File: config.mk
export PLATFORM = sky130hd
export DESIGN_NAME = quantizer
export DESIGN_NICKNAME = d
export VERILOG_FILES = /design/src/rtl/quantizer.sv
export SDC_FILE = /design/constraint.sdc
export NUM_CORES = 1
export LEC_CHECK = 0
export ABC_CLOCK_PERIOD_IN_PS = 6800
export BUFFER_PORTS_ARGS = -buffer_cell sky130_fd_sc_hd__buf_2
export CAP_MARGIN = 20
export CORE_AREA = 10 10 105 107
export DETAILED_ROUTE_END_ITERATION = 8
export DIE_AREA = 0 0 115 117
export PLACE_DENSITY_LB_ADDON = 0.05
export SYNTH_ARGS = -nofsm -noshare
export SYNTH_HDL_FRONTEND = slang
export SYNTH_SLANG_ARGS = --single-unit
File: constraint.sdc
create_clock -name clk -period 6.8 [get_ports clk]
set_clock_uncertainty 0.1 [all_clocks]
set_input_delay 1.02 -clock clk [delete_from_list [all_inputs] [get_ports clk]]
set_output_delay 1.02 -clock clk [all_outputs]
set_load 0.005 [all_outputs]
File: src/rtl/quantizer.sv
// Quantizer: takes row-major DCT coefficients, looks up the per-index inverse-quantization
// byte from an external registered ROM, multiplies and rounds, and streams the result out.
module quantizer #(
  parameter int COEF_W = 12
) (
  input  logic              clk,
  input  logic              rst_n,
  input  logic              in_valid,
  output logic              in_ready,
  input  logic              in_sop,
  input  logic [COEF_W-1:0] in_coef,
  output logic [5:0]        romq_a,
  input  logic [7:0]        romq_d,
  output logic              o_valid,
  input  logic              o_ready,
  output logic [COEF_W-1:0] o_data,
  output logic [5:0]        o_idx,
  output logic              o_last
);

  localparam int ProdW = COEF_W + 9;
  localparam logic signed [ProdW-1:0] RoundBias = ProdW'(128);

  logic                     en;
  logic [5:0]               idx_cnt;
  logic [5:0]               acc_idx;
  logic                     s1_valid;
  logic [5:0]               s1_idx;
  logic [COEF_W-1:0]        s1_coef;
  logic signed [ProdW-1:0]  prod;
  logic signed [ProdW-1:0]  prod_rnd;

  assign en       = !o_valid || o_ready;
  assign in_ready = en;
  assign acc_idx  = in_sop ? 6'd0 : idx_cnt;

  // While stalled, keep addressing the held entry so romq_d stays aligned with stage 1.
  assign romq_a = en ? acc_idx : s1_idx;

  // ROM byte is unsigned: widen with a zero MSB before the signed multiply.
  assign prod     = ProdW'($signed(s1_coef)) * ProdW'($signed({1'b0, romq_d}));
  assign prod_rnd = prod + RoundBias;

  always_ff @(posedge clk or negedge rst_n) begin
    if (!rst_n) begin
      idx_cnt  <= '0;
      s1_valid <= 1'b0;
      s1_idx   <= '0;
      s1_coef  <= '0;
      o_valid  <= 1'b0;
      o_data   <= '0;
      o_idx    <= '0;
      o_last   <= 1'b0;
    end else if (en) begin
      s1_valid <= in_valid;
      if (in_valid) begin
        s1_coef <= in_coef;
        s1_idx  <= acc_idx;
        idx_cnt <= acc_idx + 6'd1;
      end
      o_valid <= s1_valid;
      if (s1_valid) begin
        // |result| <= |coef|, so dropping the upper bits never loses information.
        o_data <= COEF_W'(prod_rnd >>> 8);
        o_idx  <= s1_idx;
        o_last <= (s1_idx == 6'd63);
      end
    end
  end

endmodule

# Word level (Yosys, flattened, before mapping)
# Index checks and enable logic that the tools add are counted.
# Widths: inputs -> output; s select.
[word_totals] word_cells=18 register_bits=45 out_inout_bits=27
[classes] mul=1 n_reduce_logical=4 n_eq_ne=1 n_mux=2 addsub=2
[ops] op="$add 20x9->20 const B" count=1
[ops] op="$mul 12x9->20" count=1
[ops] op="$mux 6" count=2
[ops] op="$add 6x1->6 const B" count=1
[ops] op="$eq 6x6->1 const B" count=1
[ops] op="$reduce_and 2->1" count=2
[ops] op="$logic_not 1->1" count=1
[ops] op="$logic_or 1x1->1" count=1

# Logic depth before layout (Yosys ltp)
# Gate-level depths: netlist (run 1).
[depth] ltp_word=3 mapped_depth=18 depth_no_buf=17

# Least setup slack after synthesis (run 1)
# Ideal clock, no wire load.
[synth_timing] kind="input port to flip-flop" start="in romq_d[1]" end="reg o_data[5]" setup_time_ps=124 t_arrival_ps=5592 setup_slack_ps=984 path_stages=16 cell_sequence="clkbuf_1 -> nand2_1 -> fa_1 -> inv_1 -> fa_1 -> inv_1 -> fa_1 -> inv_1 -> fa_1 -> fa_1 -> ha_1 -> a21o_1 -> a2111oi_2 -> a21oi_2 -> o211a_1 -> a211o_1"
[synth_via] elab_chain_cells=2
[synth_rtl] item="start: declaration" line="13" source="input logic [7:0] romq_d,"
[synth_rtl] item="$mul 12x9->20" line="41" source="assign prod = ProdW'($signed(s1_coef)) * ProdW'($signed({1'b0, romq_d}));"
[synth_rtl] item="$add 20x9->20" line="42" source="assign prod_rnd = prod + RoundBias;"
[synth_rtl] item="end signal: assignment" line="64" source="o_data <= COEF_W'(prod_rnd >>> 8);"
[synth_rtl] item="end: declaration" line="16" source="output logic [COEF_W-1:0] o_data,"
# Every way passes these cells.
# A chain may end at the register's enable or synchronous reset.

# Final worst setup path (run 1)
# Same ends and word-level chain as after synthesis.

==> results.json, run 1 <==
{
  "max_freq_mhz": 176,
  "n_antenna_cell": 0,
  "synth.top_cell.area_share": 0.283,
  "cp.required_ns": 6.90,
  "tightestPinTransition_ns": 0.834,
  "wire_per_inst_um": 16.4,
  "fin_area_um2": 5790,
  "die_w_um": 115,
  "numCtsBuffers": 5,
  "ctsResizeCount": 0,
  "worstPathArrival_ns": 5.78,
  "synth_fp_nets": 716,
  "drtAntennaViolNets": 0,
  "core-area_um2": 9020,
  "post_synth_num_cell_types": 48,
  "port_buffers": 51,
  "syn_area_um2": 5380,
  "yosysMostFrequentCell": "inv_1",
  "overflow": 0,
  "hold_path.class": "reg2reg",
  "drt_iter0_markers": 195,
  "cts_tree": "built",
  "drv_slew": 0,
  "yosys-top-cells-area": "fa_1, dfrtp_1, ha_1",
  "clk_pin_slew_ns": 0.10,
  "initial_core_util": 0.596,
  "drv_cap": 0,
  "dpl-instance-area_um2": 5680,
  "dr_total_vias": 3886,
  "die_area_um2": 13500,
  "multi_input_area_um2": 3790,
  "grt_pass1_wl_um": 20200,
  "synth_common_cells": "inv_1, nand2_1, fa_1",
  "start_kind": "input pin",
  "slew_headroom": 0.444,
  "drtPass1Iterations": 4,
  "synth-seq-cells": 45,
  "grt_max_degree": 46,
  "drc": 0,
  "synth_edf_count": 0,
  "min_period_ns": 5.68,
  "die_h_um": 117,
  "wirelength_um": 11700,
  "hold_viol_final": 0,
  "clockBufferDepth": 2,
  "cts_sinks": 45,
  "setup_viol": 0,
  "vias_per_cell": 5.43,
  "antenna_found_initial": 0,
  "rows": 35,
  "yosysTopAreaCell": "fa_1",
  "clock_latency_ns": 0.31,
  "fill_cells": 789,
  "track_usage": 0.186,
  "path_max_fanout": 11,
  "ys_seq_area_frac": 0.209,
  "drive_gt1_frac": 0.146,
  "cts_hold_buffers": 0,
  "yosysWarnings": 0,
  "htreeDepth": 2,
  "post_cts_buffers": 0,
  "grt_pass1_vias": 4249,
  "ys.flop_type": "dfrtp_1",
  "synthCells": 568,
  "critical_path_class": "in2reg",
  "syn_area_per_cell_um2": 9.46,
  "areaGrowthSynthToFinish_pct": 7.80,
  "ios": 52,
  "gp_congestion": 0.874,
  "async_flop_share": 1.00,
  "rsz0062_at_grt": "false",
  "post-route-period-util": 0.835,
  "hpwl_um": 9480,
  "tns_ns": 0,
  "crit_path_end_kind": "flop",
  "status": "finished clean",
  "cts-root-buf": "clkbuf_8",
  "regArea_um2": 1130,
  "nets": 751
}
[per-layer routing]
layer  GRT usage  part of all wire  vias up  wire (um)
li1            -                 -     1859          -
met1       0.241              0.44     1943       5160
met2       0.321              0.51       77       5940
met3      0.0321             0.044        7        510
met4      0.0380            0.0071        0         83
met5           0                 0        -          0
[sequential cells by signal (all words and copies together) (netlist names)]
name,count
o_last,1
s1_valid,1
idx_cnt,6
s1_idx,6
o_idx,6
o_valid,1
s1_coef,12
o_data,12
[critical path: stages]
cell	delay (ns)
buf_2	0.23
nand2_1	0.12
fa_1	0.55
inv_1	0.05
fa_1	0.50
inv_1	0.05
fa_1	0.54
inv_1	0.06
fa_1	0.50
fa_1	0.49
ha_1	0.34
a21o_1	0.22
a2111oi_2	0.46
a21oi_2	0.14
o211a_1	0.23
a211o_1	0.26
[final timing paths]
path                             from         end  slack, ns  depth (start not counted)
min in group asynchronous       rst_n    o_idx[2]       0.47                          1
min reg2reg                    o_last      o_last       0.39                          2
max in group asynchronous       rst_n  idx_cnt[0]       5.65                          2
max                         romq_d[1]   o_data[5]       1.12                         16
min                            o_last      o_last       0.39                          2
max reg2reg                s1_coef[6]   o_data[5]       1.45                         15
[stage by stage]
| stage | instances | utilization | worst slack, ns | hold slack [ns] |
|---|---|---|---|---|
| finish | 715 | 0.642 | 1.12 | 0.387 |
| global route | 715 | 0.642 | 0.977 | 0.418 |
| CTS | 714 | 0.640 | 1.12 | 0.390 |
| detailed placement | 706 | 0.629 | 0.801 | 0.358 |
| global placement | 706 | 0.629 | 0.907 | 0.355 |
| floorplan | 568 | - | 0.984 | 0.350 |
[kinds of logic after synthesis]
logic type / after synthesis / synth area share
xor+xnor: 11 / 0.0179
simple gates: 184 / 0.166
mux: 23 / 0.0466
fa+ha+maj: 123 / 0.392
compound gates: 61 / 0.0819
buf+inv: 121 / 0.0859
flops: 45 / 0.209
[area by class of cell]
type,count,share of cell area
Clock buffer,6,0.0143
Multi-Input combinational cell,402,0.654
Sequential cell,45,0.194
Tap cell,111,0.0240
Clock inverter,2,0.00281
Inverter,96,0.0622
Timing Repair Buffer,53,0.0488
[layout by cell type, fill, tap and decap left out, types with 2 or more instances in the layout]
cell,instances
xnor2_1,8
nor2_1,10
o21ai_0,19
nand3_1,9
nor3_1,6
buf_2,51
and2_1,42
o31ai_1,3
fa_1,76
a21oi_2,2
or3_1,3
nor4_1,2
ha_1,47
nand4b_1,2
a21oi_1,12
mux2_2,16
inv_1,96
nand2b_1,5
xor2_1,3
dfrtp_1,45
nand2_1,94
o31ai_2,2
o211ai_1,4
nand3b_1,3
nor2b_1,2
a21o_1,4
o21a_1,3
clkbuf_8,6
mux2i_1,7
Power of run 1 is left out: the tool's default activity adds up to more than one toggle a clock period on the data nets, which glitch-free logic cannot reach.
==> inputs of run 2 (changes only) <==
--- a/config.mk
+++ b/config.mk
@@ -5,12 +5,12 @@
 export SDC_FILE = /design/constraint.sdc
 export NUM_CORES = 1
 export LEC_CHECK = 0
-export ABC_CLOCK_PERIOD_IN_PS = 6800
+export ABC_CLOCK_PERIOD_IN_PS = 4550
 export BUFFER_PORTS_ARGS = -buffer_cell sky130_fd_sc_hd__buf_2
 export CAP_MARGIN = 20
-export CORE_AREA = 10 10 105 107
+export CORE_AREA = 10 10 110 112
 export DETAILED_ROUTE_END_ITERATION = 8
-export DIE_AREA = 0 0 115 117
+export DIE_AREA = 0 0 120 122
 export PLACE_DENSITY_LB_ADDON = 0.05
 export SYNTH_ARGS = -nofsm -noshare
 export SYNTH_HDL_FRONTEND = slang
==> constraint.sdc (replaced) <==
create_clock -name clk -period 4.55 [get_ports clk]
set_clock_uncertainty 0.1 [all_clocks]
set_input_delay 0.6825 -clock clk [delete_from_list [all_inputs] [get_ports clk]]
set_output_delay 0.6825 -clock clk [all_outputs]
set_load 0.005 [all_outputs]
==> run 2 against run 1 <==
The flow now finishes with violations (negative setup slack). Non-clock buffer count up 82. Design area up 21%. Sequential share of layout area down 3.2 points. Critical path type unchanged. Largest cell class unchanged.
==> results.json, run 2 (synthesis results as in run 1) <==
{
  "drc": 0,
  "antenna_found_initial": 0,
  "drv_slew": 0,
  "drv_cap": 0,
  "critical_path_class": "in2reg",
  "start_kind": "input pin",
  "drt_iter0_markers": 158,
  "violations": "negative setup slack",
  "die_area_um2": 14600,
  "grt_pass1_wl_um": 22600,
  "numCtsBuffers": 5,
  "crit_path_end_kind": "flop",
  "wirelength_um": 13300,
  "r2r_start": "s1_coef[11]",
  "grt_pass1_vias": 4598,
  "clock_latency_ns": 0.31,
  "crit_top_cell": "fa_1",
  "cp.required_ns": 4.67,
  "rows": 37,
  "max_freq_mhz": 211,
  "overflow": 0,
  "die_w_um": 120,
  "vias_per_cell": 5.15,
  "cts_sinks": 45,
  "rsz0062_at_grt": "true",
  "initial_core_util": 0.535,
  "hpwl_um": 10600,
  "cts_hold_buffers": 0,
  "post-route-period-util": 1.04,
  "tightestPinTransition_ns": 0.912,
  "clockBufferDepth": 2,
  "min_period_ns": 4.73,
  "crit_slowest_cell": "fa_1",
  "startpoint": "romq_d[3]",
  "die_h_um": 122,
  "port_buffers": 51,
  "wire_per_inst_um": 16.2,
  "hold_path.class": "in2async",
  "cts-root-buf": "clkbuf_8",
  "r2r.worst_path.cells": 15,
  "clk_pin_slew_ns": 0.10,
  "hold_viol_final": 0,
  "slew_headroom": 0.392,
  "dr_total_vias": 4235,
  "setup_viol": 12,
  "status": "finished, violations left",
  "tns_ns": -1.44,
  "nets": 833,
  "path_max_fanout": 6,
  "cpPeakStageDelay_ns": 0.53,
  "areaGrowthSynthToFinish_pct": 30.0,
  "layout_commonest_cell": "inv_1",
  "n_antenna_cell": 0,
  "worstPathArrival_ns": 4.86,
  "core-area_um2": 10000,
  "drive_gt1_frac": 0.343,
  "setup_ws_ns": -0.183,
  "cp.depth": 17,
  "dp_slack_ns": -0.661,
  "postLayoutCoreUtil": 0.696,
  "gp_congestion": 0.856,
  "final_cell_mix": "inv_1, nand2_1, buf_4, fa_1, buf_2",
  "drtAntennaViolNets": 0,
  "grt_max_degree": 46,
  "drtPass1Iterations": 4,
  "path_cells": "buf_12 > nand2_4 > fa_1 > inv_1 > fa_1 > inv_1 > fa_1 > inv_1 > fa_1 > fa_2 > ha_4 > nand2_2 > or4_4 > buf_6 > a21oi_4 > nor3_2 > o31ai_1",
  "crit_buf_inv": 5,
  "critical_path.top_delay_family": "adder cells",
  "track_usage": 0.187,
  "htreeDepth": 2,
  "cts_tree": "built",
  "largestRegisters": "o_data: 12 flops, s1_coef: 12 flops",
  "ios": 52
}
==> run 2: cell type report <==
| type | count | area [um^2] |
|---|---|---|
| multi-input cells | 402 | 4200 |
| fillers | 812 | 3060 |
| flip-flops and latches | 45 | 1130 |
| repair buffers | 135 | 1000 |
| inverters | 96 | 363 |
| well taps | 136 | 170 |
| clock buffers | 6 | 82.6 |
| clock inverters | 2 | 37.5 |
==> run 2: through the flow <==
stage          cell area [um^2]  hold slack, ns  cells
3_5_place_dp               6350           0.366    795
6_report                   6990          0.0893    822
4_1_cts                    6740           0.390    813
3_3_place_gp               6350           0.358    795
2_1_floorplan              5570           0.287    568
5_1_grt                    6990          0.0806    822
==> run 2: routing by layer <==
layer,track usage,part of all wire
met5,0,0
met4,0.0241,0.0081
met3,0.0231,0.026
met2,0.342,0.54
met1,0.238,0.43
==> run 2: worst paths after layout <==
path                               end  slack, ns
max                          o_data[4]      -0.18
min                         s1_coef[1]       0.09
max reg2reg                 o_data[11]      -0.18
min reg2reg                  o_data[0]       0.39
max in group asynchronous  s1_coef[11]       3.79
min in group clk             o_data[0]       0.39
==> run 2: what timing repair did <==
action	in CTS	in global routing
gates resized for setup	44	35
hold endpoints to repair	0	0
buffers inserted	10	8
pin swaps	25	24
endpoints found under the setup margin	11	12
Power of run 2 is left out for the same reason.
==> inputs of run 3 (changes only) <==
==> constraint.sdc (replaced) <==
create_clock -name clk -period 4.55 [get_ports clk]
set_clock_uncertainty 0.1 [all_clocks]
set_input_delay 0.455 -clock clk [delete_from_list [all_inputs] [get_ports clk]]
set_output_delay 0.455 -clock clk [all_outputs]
set_load 0.005 [all_outputs]
==> run 3 against run 2 <==
The flow still finishes with violations (negative setup slack). Wire length decreased by 5.9%. Critical path depth down 2. Die area unchanged. Setup slack got worse by 0.083 ns. Cell count decreased by 1.7%. Highest routed layer unchanged. Fmax is 1.7% lower. Non-clock buffer count shrank 14. Global-route usage fell by 0.40 points. Sequential share of layout area rose by 0.79 points. Hold slack gained 0.13 ns. Register-to-register slack got worse by 0.08 ns.
==> results.json, run 3 (synthesis results as in run 1) <==
{
  "violations": "negative setup slack",
  "drt_iter0_markers": 167,
  "critical_path_class": "reg2reg",
  "drv_slew": 0,
  "cts_hold_buffers": 0,
  "holdWs_ns": 0.217,
  "drtPass1Iterations": 4,
  "htreeDepth": 2,
  "n_antenna_cell": 0,
  "clk_pin_slew_ns": 0.08,
  "wire_per_inst_um": 15.5,
  "cts_sinks": 45,
  "cts_tree": "built",
  "layout_commonest_cell": "inv_1",
  "status": "finished, violations left",
  "nets": 819,
  "start_kind": "flop",
  "grt_max_degree": 46,
  "hold_path.class": "in2async",
  "crit_slowest_cell": "or4_4",
  "die_w_um": 120,
  "vias_per_cell": 5.04,
  "setup_ws_ns": -0.266,
  "initial_core_util": 0.535,
  "track_usage": 0.183,
  "gp_congestion": 0.870,
  "crit_path_end_kind": "flop",
  "drv_cap": 0,
  "cpPeakStageDelay_ns": 0.63,
  "ios": 52,
  "final_cell_mix": "inv_1, nand2_1, fa_1, buf_4, buf_2",
  "r2r-end": "o_data[8]",
  "rsz0062_at_grt": "true",
  "die_area_um2": 14600,
  "path_max_fanout": 7,
  "tightestPinTransition_ns": 1.00,
  "reg2reg_slack_ns": -0.27,
  "drtAntennaViolNets": 0,
  "post-route-period-util": 1.06,
  "areaGrowthSynthToFinish_pct": 23.7,
  "wirelength_um": 12500,
  "crit_top_cell": "fa_1",
  "cts-root-buf": "clkbuf_8",
  "max_freq_mhz": 208,
  "numCtsBuffers": 5,
  "core-area_um2": 10000,
  "cp.required_ns": 4.63,
  "setup_viol": 11,
  "hold_viol_final": 0,
  "clockBufferDepth": 2,
  "hpwl_um": 10700,
  "path_cells": "nand2_2 > fa_1 > inv_1 > fa_1 > inv_1 > fa_1 > inv_1 > fa_1 > fa_2 > ha_4 > nand2_2 > or4_4 > a211oi_4 > o21a_2 > o211ai_1",
  "drive_gt1_frac": 0.284,
  "die_h_um": 122,
  "clock_latency_ns": 0.30,
  "port_buffers": 51,
  "min_period_ns": 4.82,
  "drc": 0,
  "grt_pass1_wl_um": 21900,
  "largestRegisters": "o_data: 12 flops, s1_coef: 12 flops",
  "worstPathArrival_ns": 4.89,
  "grt_pass1_vias": 4473,
  "dr_total_vias": 4073,
  "overflow": 0,
  "r2r_start": "s1_coef[5]",
  "antenna_found_initial": 0,
  "rows": 37,
  "slew_headroom": 0.332,
  "r2r.worst_path.cells": 15
}
run 3: changes by cell type in the layout (fill, tap and decap cells not counted), sizes merged:
cell,delta
buf,-14
clkinvlp,-1
clkbuf,+1
run 3: metrics by stage:
| stage | worst slack [ns] | TNS (ns) | cell area [um^2] | util | std cells |
|---|---|---|---|---|---|
| finish | -0.266 | -2.42 | 6650 | 0.662 | 808 |
| detailed placement | -0.497 | -4.63 | 6430 | 0.641 | 797 |
| floorplan | -0.161 | -1.11 | 5600 | - | 568 |
| CTS | -0.253 | -2.42 | 6600 | 0.657 | 807 |
| global route | -0.410 | -4.02 | 6650 | 0.662 | 808 |
| global placement | -0.347 | -3.28 | 6430 | 0.641 | 797 |
run 3: repair_timing:
item / CTS / global route
pin swaps: 10 / 13
buffers inserted: 2 / 1
setup endpoints to repair: 11 / 11
resized for setup: 12 / 9
run 3: metal layers:
metal	share of wire	GRT usage
met5	0	0
met4	0.011	0.0354
met3	0.032	0.0250
met2	0.51	0.322
met1	0.44	0.238
run 3: worst max path at each step:
stage | end | from | cells after the start
after CTS | o_data[5] | s1_coef[4] | 15
after detailed placement | o_data[5] | romq_d[3] | 16
final | o_data[8] | s1_coef[5] | 15
after floorplan | o_data[8] | romq_d[3] | 17
after global placement | o_data[5] | romq_d[3] | 16
after global routing | o_data[7] | s1_coef[3] | 14
run 3: layout make-up:
class	instances	area (um^2)
multi-input combinational	402	4040
fill	859	3400
sequential	45	1130
timing repair buffer	121	835
inverter	96	360
tap	136	170
clock buffer	7	86.3
clock inverter	1	30.0
run 3: critical path, delay by kind of cell (launching register included):
family / cells / cell delay, ns
AND/OR/NAND/NOR: 3 / 0.75
adder cells (fa/ha/maj): 6 / 2.71
AO/OA/AOI/OAI: 3 / 0.54
buffers and inverters: 3 / 0.15
flip-flops: 1 / 0.44
Power of run 3 is left out for the same reason.
